[config.mk]
export PLATFORM = sky130hd
export DESIGN_NAME = neuron_trainer
export DESIGN_NICKNAME = d
export VERILOG_FILES = /design/src/rtl/neuron_trainer.sv
export SDC_FILE = /design/constraint.sdc
export NUM_CORES = 1
export LEC_CHECK = 0
export ABC_CLOCK_PERIOD_IN_PS = 6900
export BUFFER_PORTS_ARGS = -buffer_cell sky130_fd_sc_hd__buf_2
export CAP_MARGIN = 25
export CORE_MARGIN = 5
export CORE_UTILIZATION = 30
export DETAILED_ROUTE_END_ITERATION = 10
export GPL_ROUTABILITY_DRIVEN = 0
export GPL_TIMING_DRIVEN = 0
export SYNTH_ARGS = -nofsm -noshare
export SYNTH_HDL_FRONTEND = slang
export SYNTH_SLANG_ARGS = --single-unit
[constraint.sdc]
create_clock -name clk -period 6.9 [get_ports clk]
set_input_delay 0.345 -clock clk [delete_from_list [all_inputs] [get_ports clk]]
set_output_delay 0.345 -clock clk [all_outputs]
set_load 0.02 [all_outputs]
[src/rtl/neuron_trainer.sv]
// rtl/neuron_trainer.sv - perceptron trainer for a two-input Q4.4 step neuron
module neuron_trainer #(
    parameter logic signed [15:0] LR         = 16'sd16,
    parameter int                 MAX_EPOCHS = 32
) (
    input  logic               clk,
    input  logic               rst,
    input  logic               start,
    input  logic [3:0]         target,
    output logic               busy,
    output logic               done,
    output logic               converged,
    output logic signed [15:0] w1,
    output logic signed [15:0] w2,
    output logic signed [15:0] b,
    output logic [5:0]         epoch
);

    typedef enum logic [1:0] {IDLE, TRAIN, DONE} state_t;

    localparam logic [5:0] LAST_EPOCH = 6'(MAX_EPOCHS - 1);

    state_t             state_q, state_d;
    logic [3:0]         tgt_q, tgt_d;
    logic signed [15:0] w1_q, w1_d, w2_q, w2_d, b_q, b_d;
    logic [5:0]         epoch_q, epoch_d;
    logic [1:0]         idx_q, idx_d;
    logic               flag_q, flag_d;
    logic               conv_q, conv_d;

    logic               x1, x2, y, t, err_pos, err_neg, err_any;
    logic signed [17:0] w1_ext, w2_ext, b_ext, lr_ext, sum, step;
    logic signed [15:0] w1_upd, w2_upd, b_upd;

    function automatic logic signed [15:0] sat16(input logic signed [17:0] v);
        if (v > 18'sd32767)
            return 16'sd32767;
        else if (v < -18'sd32768)
            return -16'sd32768;
        else
            return v[15:0];
    endfunction

    // Forward pass and error for the sample selected by idx_q
    always_comb begin
        x1      = idx_q[1];
        x2      = idx_q[0];
        w1_ext  = {{2{w1_q[15]}}, w1_q};
        w2_ext  = {{2{w2_q[15]}}, w2_q};
        b_ext   = {{2{b_q[15]}}, b_q};
        lr_ext  = {{2{LR[15]}}, LR};
        sum     = (x1 ? w1_ext : 18'sd0) + (x2 ? w2_ext : 18'sd0) + b_ext;
        y       = (sum > 18'sd0);
        t       = tgt_q[idx_q];
        err_pos = t & ~y;
        err_neg = ~t & y;
        err_any = err_pos | err_neg;
        step    = err_pos ? lr_ext : (err_neg ? -lr_ext : 18'sd0);
        w1_upd  = x1 ? sat16(w1_ext + step) : w1_q;
        w2_upd  = x2 ? sat16(w2_ext + step) : w2_q;
        b_upd   = sat16(b_ext + step);
    end

    always_ff @(posedge clk) begin
        if (rst) begin
            state_q <= IDLE;
            tgt_q   <= 4'd0;
            w1_q    <= 16'sd0;
            w2_q    <= 16'sd0;
            b_q     <= 16'sd0;
            epoch_q <= 6'd0;
            idx_q   <= 2'd0;
            flag_q  <= 1'b0;
            conv_q  <= 1'b0;
        end else begin
            state_q <= state_d;
            tgt_q   <= tgt_d;
            w1_q    <= w1_d;
            w2_q    <= w2_d;
            b_q     <= b_d;
            epoch_q <= epoch_d;
            idx_q   <= idx_d;
            flag_q  <= flag_d;
            conv_q  <= conv_d;
        end
    end

    always_comb begin
        state_d = state_q;
        tgt_d   = tgt_q;
        w1_d    = w1_q;
        w2_d    = w2_q;
        b_d     = b_q;
        epoch_d = epoch_q;
        idx_d   = idx_q;
        flag_d  = flag_q;
        conv_d  = conv_q;
        case (state_q)
            IDLE, DONE: begin
                if (start) begin
                    state_d = TRAIN;
                    tgt_d   = target;
                    w1_d    = 16'sd0;
                    w2_d    = 16'sd0;
                    b_d     = 16'sd0;
                    epoch_d = 6'd0;
                    idx_d   = 2'd0;
                    flag_d  = 1'b0;
                    conv_d  = 1'b0;
                end
            end
            TRAIN: begin
                w1_d   = w1_upd;
                w2_d   = w2_upd;
                b_d    = b_upd;
                idx_d  = idx_q + 2'd1;
                flag_d = flag_q | err_any;
                // Epoch decision includes the error of the last sample itself
                if (idx_q == 2'd3) begin
                    if (!(flag_q | err_any)) begin
                        state_d = DONE;
                        conv_d  = 1'b1;
                    end else if (epoch_q == LAST_EPOCH) begin
                        state_d = DONE;
                        conv_d  = 1'b0;
                    end else begin
                        epoch_d = epoch_q + 6'd1;
                        flag_d  = 1'b0;
                    end
                end
            end
            default: state_d = IDLE;
        endcase
    end

    always_comb begin
        busy      = (state_q == TRAIN);
        done      = (state_q == DONE);
        converged = conv_q;
        w1        = w1_q;
        w2        = w2_q;
        b         = b_q;
        epoch     = epoch_q;
    end

endmodule

### Yosys cells after proc, flatten, opt, wreduce, memory -nomap -nowiden

Index checks and enable logic that the tools add are counted.

| operators by class | value |
|---|---|
| $add $sub $neg | 7 |
| multiply operators | 0 |
| div/mod/pow operators | 0 |
| magnitude comparators | 8 |
| eq/ne operators | 11 |
| shift-type cells | 0 |
| muxes and demuxes | 39 |
| bitwise operators | 6 |
| reductions and logical operators | 10 |

Operators by type and width:

| kind | number |
|---|---|
| 2-to-1 mux 16 bit | 9 |
| one-hot mux 16 bit (2 select lines) | 3 |
| 2-to-1 mux 18 bit | 4 |
| adder 16 x 18 -> 18 bit | 3 |
| greater-than comparator 18 x 16 -> 1 bit, second input constant | 3 |
| less-than comparator 18 x 16 -> 1 bit, second input constant | 3 |
| 2-to-1 mux 6 bit | 4 |
| adder 18 x 16 -> 18 bit | 1 |
| adder 18 bit | 1 |
| greater-than comparator 18 x 1 -> 1 bit, second input constant | 1 |
| one-hot mux 6 bit (2 select lines) | 1 |
| 2-to-1 mux 2 bit | 5 |
| AND reduction 3 bit | 3 |
| 2-to-1 mux 1 bit | 8 |
| inequality test 2 x 1 -> 1 bit, second input constant | 4 |
| one-hot mux 2 bit (2 select lines) | 2 |
| adder 6 x 1 -> 6 bit, second input constant | 1 |
| == test 6 x 5 -> 1 bit, second input constant | 1 |
| AND reduction 5 bit | 1 |
| == test 2 bit, second input constant | 2 |
| inequality test 2 bit, second input constant | 2 |
| one-hot mux 1 bit (2 select lines) | 2 |
| AND reduction 2 bit | 2 |
| AND reduction 4 bit | 1 |
| 11 further kinds | 14 |

| word-level totals | value |
|---|---|
| register bits after elaboration | 64 |
| latch bits | 0 |
| bits in writable memories | 0 |
| memory bits (read-only) | 0 |
| output and inout port bits | 57 |
| word-level logic and storage cells | 90 |
| memories | 0 |

### Logic depth before layout (Yosys ltp)

Gate-level depths: netlist (run 1).

| logic depth | value |
|---|---|
| word-level depth | 13 |
| gate-level depth with buffers | 26 |

### Worst setup path before layout (run 1)

No wires, ideal clock.

| timing path | value |
|---|---|
| path kind | register -> register |
| from | register idx_q[1] |
| to | register w2_q[2] (netlist: w2[2]) |
| setup time | 0.132 ns |
| data arrival time | 5.992 ns |
| slack | 0.776 ns |
| stages on the path, launching flop included | 23 |
| path buffers | 1 |
| cell sequence | dfxtp_1 -> clkbuf_1 -> and2_1 -> fa_1 -> ha_1 -> o211ai_1 -> o21ai_0 -> a211oi_1 -> a31oi_1 -> or4_1 -> nor4_1 -> o211ai_1 -> and3_1 -> ha_1 -> fa_1 -> a21o_1 -> a21o_1 -> a2111o_1 -> nand2_1 -> o21ai_1 -> and4_1 -> o41ai_2 -> a21oi_1 |

| between the ends | value |
|---|---|
| cells in the longest elaborated chain, start to end | 13 |
| elaborated cells between the ends (all ways) | 19 |
| classes of those cells | add/sub (3); order compare (3); mux (9); bitwise (4) |

Ends and longest elaborated chain:

| item | RTL line | RTL |
|---|---|---|
| from (decl) | 27 | `logic [1:0] idx_q, idx_d;` |
| from (signal assigned) | 82 | `idx_q <= idx_d;` |
| 2-to-1 mux 18 bit | 52 | `sum = (x1 ? w1_ext : 18'sd0) + (x2 ? w2_ext : 18'sd0) + b_ext;` |
| adder 18 bit | 52 |  |
| adder 18 x 16 -> 18 bit | 52 |  |
| greater-than comparator 18 x 1 -> 1 bit | 53 | `y = (sum > 18'sd0);` |
| bitwise AND 1 bit / inverter 1 bit (equally long branches) | 56, 55 |  |
| 2-to-1 mux 18 bit / bitwise AND 1 bit (equally long branches) | 58, 55 |  |
| 2-to-1 mux 18 bit * | 58 | `step = err_pos ? lr_ext : (err_neg ? -lr_ext : 18'sd0);` |
| adder 16 x 18 -> 18 bit * | 60 | `w2_upd = x2 ? sat16(w2_ext + step) : w2_q;` |
| less-than comparator 18 x 16 -> 1 bit | 38 | `else if (v < -18'sd32768)` |
| 2-to-1 mux 16 bit | 38 |  |
| 2-to-1 mux 16 bit * | 36 | `if (v > 18'sd32767)` |
| 2-to-1 mux 16 bit * | 60 |  |
| one-hot mux 16 bit (2 select lines) * | 98 | `case (state_q)` |
| to (signal assigned) | 79 | `w2_q <= w2_d;` |
| to (decl) | 25 | `logic signed [15:0] w1_q, w1_d, w2_q, w2_d, b_q, b_d;` |

Mark *: on every way between the ends. The rest lies on a longest branch, timed or not. The select of a mux whose other input is x is not followed.
A chain may end at the register's enable or synchronous reset.

### Worst setup path in the final report (run 1)

Same ends and word-level chain as after synthesis.

==> results of run 1 <==
[placed cells by master (no fill, tap or decap), types with 12 or more instances in the layout]
cell and n:
nand2_1 53, a21o_1 12, nand3_1 19, nand2b_1 14
o21ai_0 22, dfxtp_1 53, buf_2 67, a31oi_1 15
xnor2_1 24, a22oi_1 14, clkbuf_1 12, xor2_1 15
a21oi_1 53, nor2_1 38, fa_1 16, inv_1 16
ha_1 54, and2_1 29
[worst max-delay path by stage]
stage / startpoint / to / slack (ns) / cells after the start
after floorplan: idx_q[1]$_SDFFE_PP0P_ / w2[2]$_SDFFE_PP0P_ / 0.78 / 22
after global placement: idx_q[1]$_SDFFE_PP0P_ / b[11]$_SDFFE_PP0P_ / -0.51 / 22
after detailed placement: idx_q[1]$_SDFFE_PP0P_ / w1[10]$_SDFFE_PP0P_ / -0.01 / 25
after CTS: idx_q[0]$_SDFFE_PP0P_ / w1[10]$_SDFFE_PP0P_ / 0.04 / 25
after global routing: idx_q[1]$_SDFFE_PP0P_ / w1[10]$_SDFFE_PP0P_ / 0.01 / 25
final: idx_q[1]$_SDFFE_PP0P_ / w2[2]$_SDFFE_PP0P_ / 0.46 / 24
[worst reg2reg max path, stage by stage (launching register included)]
cell      delay, ns
dfxtp_4        0.42
buf_2          0.20
and2_1         0.19
fa_1           0.43
ha_1           0.39
o211ai_1       0.26
o21ai_1        0.18
a211oi_1       0.27
a31oi_1        0.06
or4_1          0.49
nor4_2         0.28
o211ai_1       0.13
and3_1         0.20
ha_4           0.28
inv_1          0.10
ha_1           0.23
fa_1           0.42
a21o_1         0.20
a21o_1         0.21
a2111o_1       0.43
nand2_1        0.11
o21ai_1        0.17
and4_1         0.24
o41ai_2        0.32
a21oi_1        0.10
[metal layers]
metal / part of all wire / global-route usage / up-vias
li1: - / - / 2372
met1: 0.50 / 0.196 / 2114
met2: 0.45 / 0.224 / 83
met3: 0.041 / 0.0184 / 8
met4: 0.010 / 0.0286 / 0
met5: 0 / 0 / -
[layout make-up]
cell class	instances	share of cell area
plain buffers	30	0.0267
clock buffers	5	0.0212
clock inverters	3	0.00573
inverters	16	0.0102
multi-input cells	507	0.643
flip-flops and latches	55	0.188
well taps	220	0.0467
repair buffers	65	0.0585
[metrics by stage]
stage               power, mW  hold slack, ns
floorplan                1.77           0.433
global placement         2.10           0.439
detailed placement       2.11           0.448
CTS                      2.39           0.264
global route             2.70           0.274
finish                   2.45           0.272
[power by group]
| part | switching (mW) | internal [mW] | leakage, nW |
|---|---|---|---|
| clock network | 0.135 | 0.140 | 0.0772 |
| registers | 0.0642 | 0.359 | 0.448 |
| logic | 0.993 | 0.764 | 2.14 |
| total | 1.19 | 1.26 | 2.66 |
[cell families after synthesis]
logic type / synth area share
AO/OA/AOI/OAI: 0.257
XOR/XNOR: 0.0674
adder cells (fa/ha/maj): 0.199
buffers and inverters: 0.0420
flip-flops: 0.217
multiplexers: 0.0106
AND/OR/NAND/NOR: 0.207
[sequential cells by signal (all words and copies together) (netlist names)]
name,cells
w2,13
b,13
flag_q,1
converged,1
tgt_q,4
idx_q,2
state_q,2
epoch,6
w1,13
[what timing repair did]
action,4_1_cts,5_1_grt
buffers inserted,0,3
pin swaps,0,3
endpoints found under the setup margin,33,37
gates resized for setup,1,16
==> qor.csv, run 1 <==
metric;value;unit
drt.antenna.violating_nets;0;
timing.max_cap.violations;0;
wire_per_inst;15.1;um
syn-num-nets;686;
ir_drop;0.258;mV
core.rowCount;47;
ys_ff_latch;55;
status;completed;
antenna_found_initial;0;
cts_max_level;2;
hp-start;target[2];
io_pins;64;
synth_top_area_frac;0.217;
reg2reg_slack;0.46;ns
holdPathEnd;tgt_q[2]$_SDFFE_PP0P_;
overflow;0;
hold_path_depth;3;
clkSlewWorstSetupHoldPaths;0.08;ns
synth_top_cells_by_area;dfxtp_1, ha_1, fa_1, a21oi_1, xnor2_1;
first_iter_violations;281;
synth_commonest_cells;a21oi_1, dfxtp_1, ha_1, nand2_1, nor2_1;
critPathRequiredTime;7.07;ns
grt_pass1_vias;4373;
cts_root_buf;clkbuf_16;
regArea;1110;sq um
hold_buffers;0;
crit_fanout;10;
p_leak;2.66;nW
cp_top_family;compound AO/OA/AOI/OAI gates;
hold_path_class;in2reg;
drv_slew;0;
ys_warn_count;0;
final_area;5900;sq um
rsz0062_at_grt;false;
setup_violations;0;
ys.flop_type;dfxtp_1;
grt_max_degree;37;
dp.cells;890;
synth_edf_count;0;
die_x;140;um
cts_tree;built;
drt-total-wl;13600;um
fin_nets;758;
fin_cells;901;
slowest_delay;0.49;ns
dpl-instance-area;5650;sq um
vias;4577;
dieArea;19600;sq um
reg2reg_depth;24;
start_util;0.305;
final_layout_size_suffix_gt1_frac;0.176;
tns;0;ns
dp_slack;-0.0119;ns
async_reset_ff_frac;0;
worst_r2r_startpoint;idx_q[1]$_SDFFE_PP0P_;
synth_area_per_cell;8.33;sq um
netlist_area;5070;sq um
syn_inst;608;
die_h;140;um
portBuffers;62;
multi_input_area;3790;sq um
clockBufferDepth;2;
first_pass_iters;5;
critPathCaptureType;flip-flop;
ys_types;68;
hold_violations;0;
startpoint_type;flip-flop;
area_growth_syn_to_layout;16.4;%
critical_path_class;reg2reg;
period_minus_slack;6.44;ns
dp_hpwl;10800;um
cts.sinks;55;
post-route-util;0.356;
crit_arrival;6.62;ns
drc_errors;0;
numCtsBuffers;5;
p_per_area;416;nW/um^2
grt_pass1_wl;22400;um
clk_latency;0.31;ns
timing.final.ws_setup;0.456;ns
max_freq;155;MHz
r2r-end;w2[2]$_SDFFE_PP0P_;
via_per_inst;5.08;
worst_pin_slew;0.705;ns
seq_area_frac_synth;0.217;
slowest_stage;or4_1;
yosysTopAreaCell;dfxtp_1;
fin_crit_sh;0.934;
diodes;0;
worst-path-buf-inv;2;
fin_skew;0.0116;ns
track_usage;0.138;
coreArea;16600;sq um
crit_chain;buf_2 -> and2_1 -> fa_1 -> ha_1 -> o211ai_1 -> o21ai_1 -> a211oi_1 -> a31oi_1 -> or4_1 -> nor4_2 -> o211ai_1 -> and3_1 -> ha_4 -> inv_1 -> ha_1 -> fa_1 -> a21o_1 -> a21o_1 -> a2111o_1 -> nand2_1 -> o21ai_1 -> and4_1 -> o41ai_2 -> a21oi_1;
n_fill_cell;1785;
relSlewSlack;0.528;
Power figures use the tool's default switching activity.
==> run 2: changes to the inputs <==
ABC_AREA = 1   (was default)
==> run 2 against run 1 <==
Effect of this change: register-to-register slack better by 0.63 ns; worst setup slack better by 0.63 ns; clock skew up 0.0014 ns; critical path type unchanged; largest cell class unchanged; first-iteration DRC count up 2.1%; highest routed layer unchanged; worst hold slack better by 0.013 ns; critical endpoint is now w1[4]$_SDFFE_PP0P_; routed wire length up 16%.
==> qor.csv, run 2 <==
metric;value;unit
grt_pass1_wl;26400;um
vias;5657;
final_common_cell;nand2_1;
io_pins;64;
seq_area_frac_synth;0.192;
first_pass_iters;4;
track_usage;0.146;
clkSlewWorstSetupHoldPaths;0.08;ns
critPathRequiredTime;7.12;ns
synth_most_common_cell;nand2_1;
async_reset_ff_frac;0;
slowest_delay;0.81;ns
p_per_area;380;nW/um^2
cts_tree;built;
drv_slew;0;
crit_arrival;6.03;ns
coreArea;18800;sq um
cts_resized;0;
ys_types;40;
first_iter_violations;287;
fin_skew;0.0130;ns
drt.antenna.violating_nets;0;
drc_errors;0;
n_fill_cell;2102;
drt-total-wl;15700;um
cts.sinks;55;
numCtsBuffers;5;
tns;0;ns
multi_input_area;3920;sq um
startpoint_type;flip-flop;
fin_crit_sh;0.842;
timing.hold.ws;0.285;ns
timing.max_cap.violations;0;
cts_max_level;2;
yosysTopAreaCell;dfxtp_1;
area_growth_syn_to_layout;13.3;%
ys_warn_count;0;
worst_pin_slew;0.919;ns
dieArea;22000;sq um
die_h;148;um
netlist_area;5730;sq um
cts_root_buf;clkbuf_16;
ir_drop;0.224;mV
start_util;0.305;
core.rowCount;50;
relSlewSlack;0.387;
wire_per_inst;13.0;um
antenna_found_initial;0;
period_minus_slack;5.81;ns
syn_inst;907;
clk_latency;0.31;ns
p_leak;3.80;nW
ys.flop_type;dfxtp_1;
fin_nets;1054;
synth_top_cells_by_area;dfxtp_1, nand2_1, ha_1, inv_1, nand3_1;
dp_hpwl;12900;um
synth_commonest_cells;nand2_1, inv_1, nor2_1, nand3_1, a21oi_1;
crit_fanout;36;
clockBufferDepth;2;
rsz0062_at_grt;false;
diodes;0;
die_x;148;um
slowest_stage;ha_2;
syn-num-nets;985;
synth_edf_count;0;
final_layout_size_suffix_gt1_frac;0.124;
regArea;1100;sq um
status;completed;
cts_setup_buffers;0;
via_per_inst;4.67;
final_cell_mix;nand2_1, inv_1, nor2_1;
max_freq;172;MHz
setup_violations;0;
hold_buffers;0;
synth_top_area_frac;0.192;
ys_ff_latch;55;
crit_top_cell;nand2_1;
hold_path_class;in2reg;
grt_pass1_vias;5372;
portBuffers;62;
critical_path_class;reg2reg;
critPathCaptureType;flip-flop;
overflow;0;
grt_max_degree;37;
synth_area_per_cell;6.32;sq um
hold_violations;0;
## run 2: cell count changes after synthesis, sizes merged, moves of 12 or more
cell    previous run  this run
nand3             20        76
inv               16       146
nand2b            14         0
nand2             54       289
and2              29         1
a31oi             15         3
nor2              38        74
a21o              13         0
a22oi             14         0
## run 2: power by group
part | switching, mW | internal, mW | leakage, nW
sequential | 0.0554 | 0.352 | 0.446
clock | 0.136 | 0.141 | 0.0776
combinational | 1.16 | 0.622 | 3.27
## run 2: cell families after synthesis
family	synth area share
buffers and inverters	0.124
adder cells (fa/ha/maj)	0.176
XOR/XNOR	0.0489
AO/OA/AOI/OAI	0.111
flip-flops	0.192
AND/OR/NAND/NOR	0.348
## run 2: routing by layer
metal  vias to the layer above  GRT usage  wire length, um
met4                         0     0.0286              127
met3                         6     0.0219              551
li1                       3021          -                -
met1                      2547      0.192             7620
met5                         -          0                0
met2                        83      0.254             7430
## run 2: worst paths after layout
| path | startpoint | end | slack (ns) | depth (start not counted) |
|---|---|---|---|---|
| min | target[2] | tgt_q[2]$_SDFFE_PP0P_ | 0.29 | 3 |
| max | idx_q[0]$_SDFFE_PP0P_ | w1[4]$_SDFFE_PP0P_ | 1.09 | 31 |
| min reg2reg | converged$_SDFFE_PP0P_ | converged$_SDFFE_PP0P_ | 0.46 | 2 |
| max reg2reg | idx_q[0]$_SDFFE_PP0P_ | w1[4]$_SDFFE_PP0P_ | 1.09 | 31 |
## run 2: critical path: cells and delay by family (launching register included)
family                   cells  cell delay (ns)
flip-flops                   1             0.34
buffers and inverters        6             0.94
AO/OA/AOI/OAI                3             0.66
adder cells (fa/ha/maj)      4             2.07
AND/OR/NAND/NOR             18             1.73
## run 2: through the flow
step	power, mW	instances	area [sq um]	util	setup WS, ns
detailed placement	2.20	1203	6330	0.338	1.12
global route	2.77	1211	6490	0.346	0.492
global placement	2.19	1203	6330	0.337	0.580
CTS	2.49	1211	6490	0.346	1.10
finish	2.47	1211	6490	0.346	1.09
floorplan	1.82	907	5730	-	1.82
## run 2: layout make-up
type,instances,share of cell area
timing repair buffer,62,0.0478
clock inverter,3,0.00520
multi-input combinational,679,0.604
tap,234,0.0451
clock buffer,5,0.0193
inverter,147,0.0850
sequential,55,0.170
buffer,26,0.0245
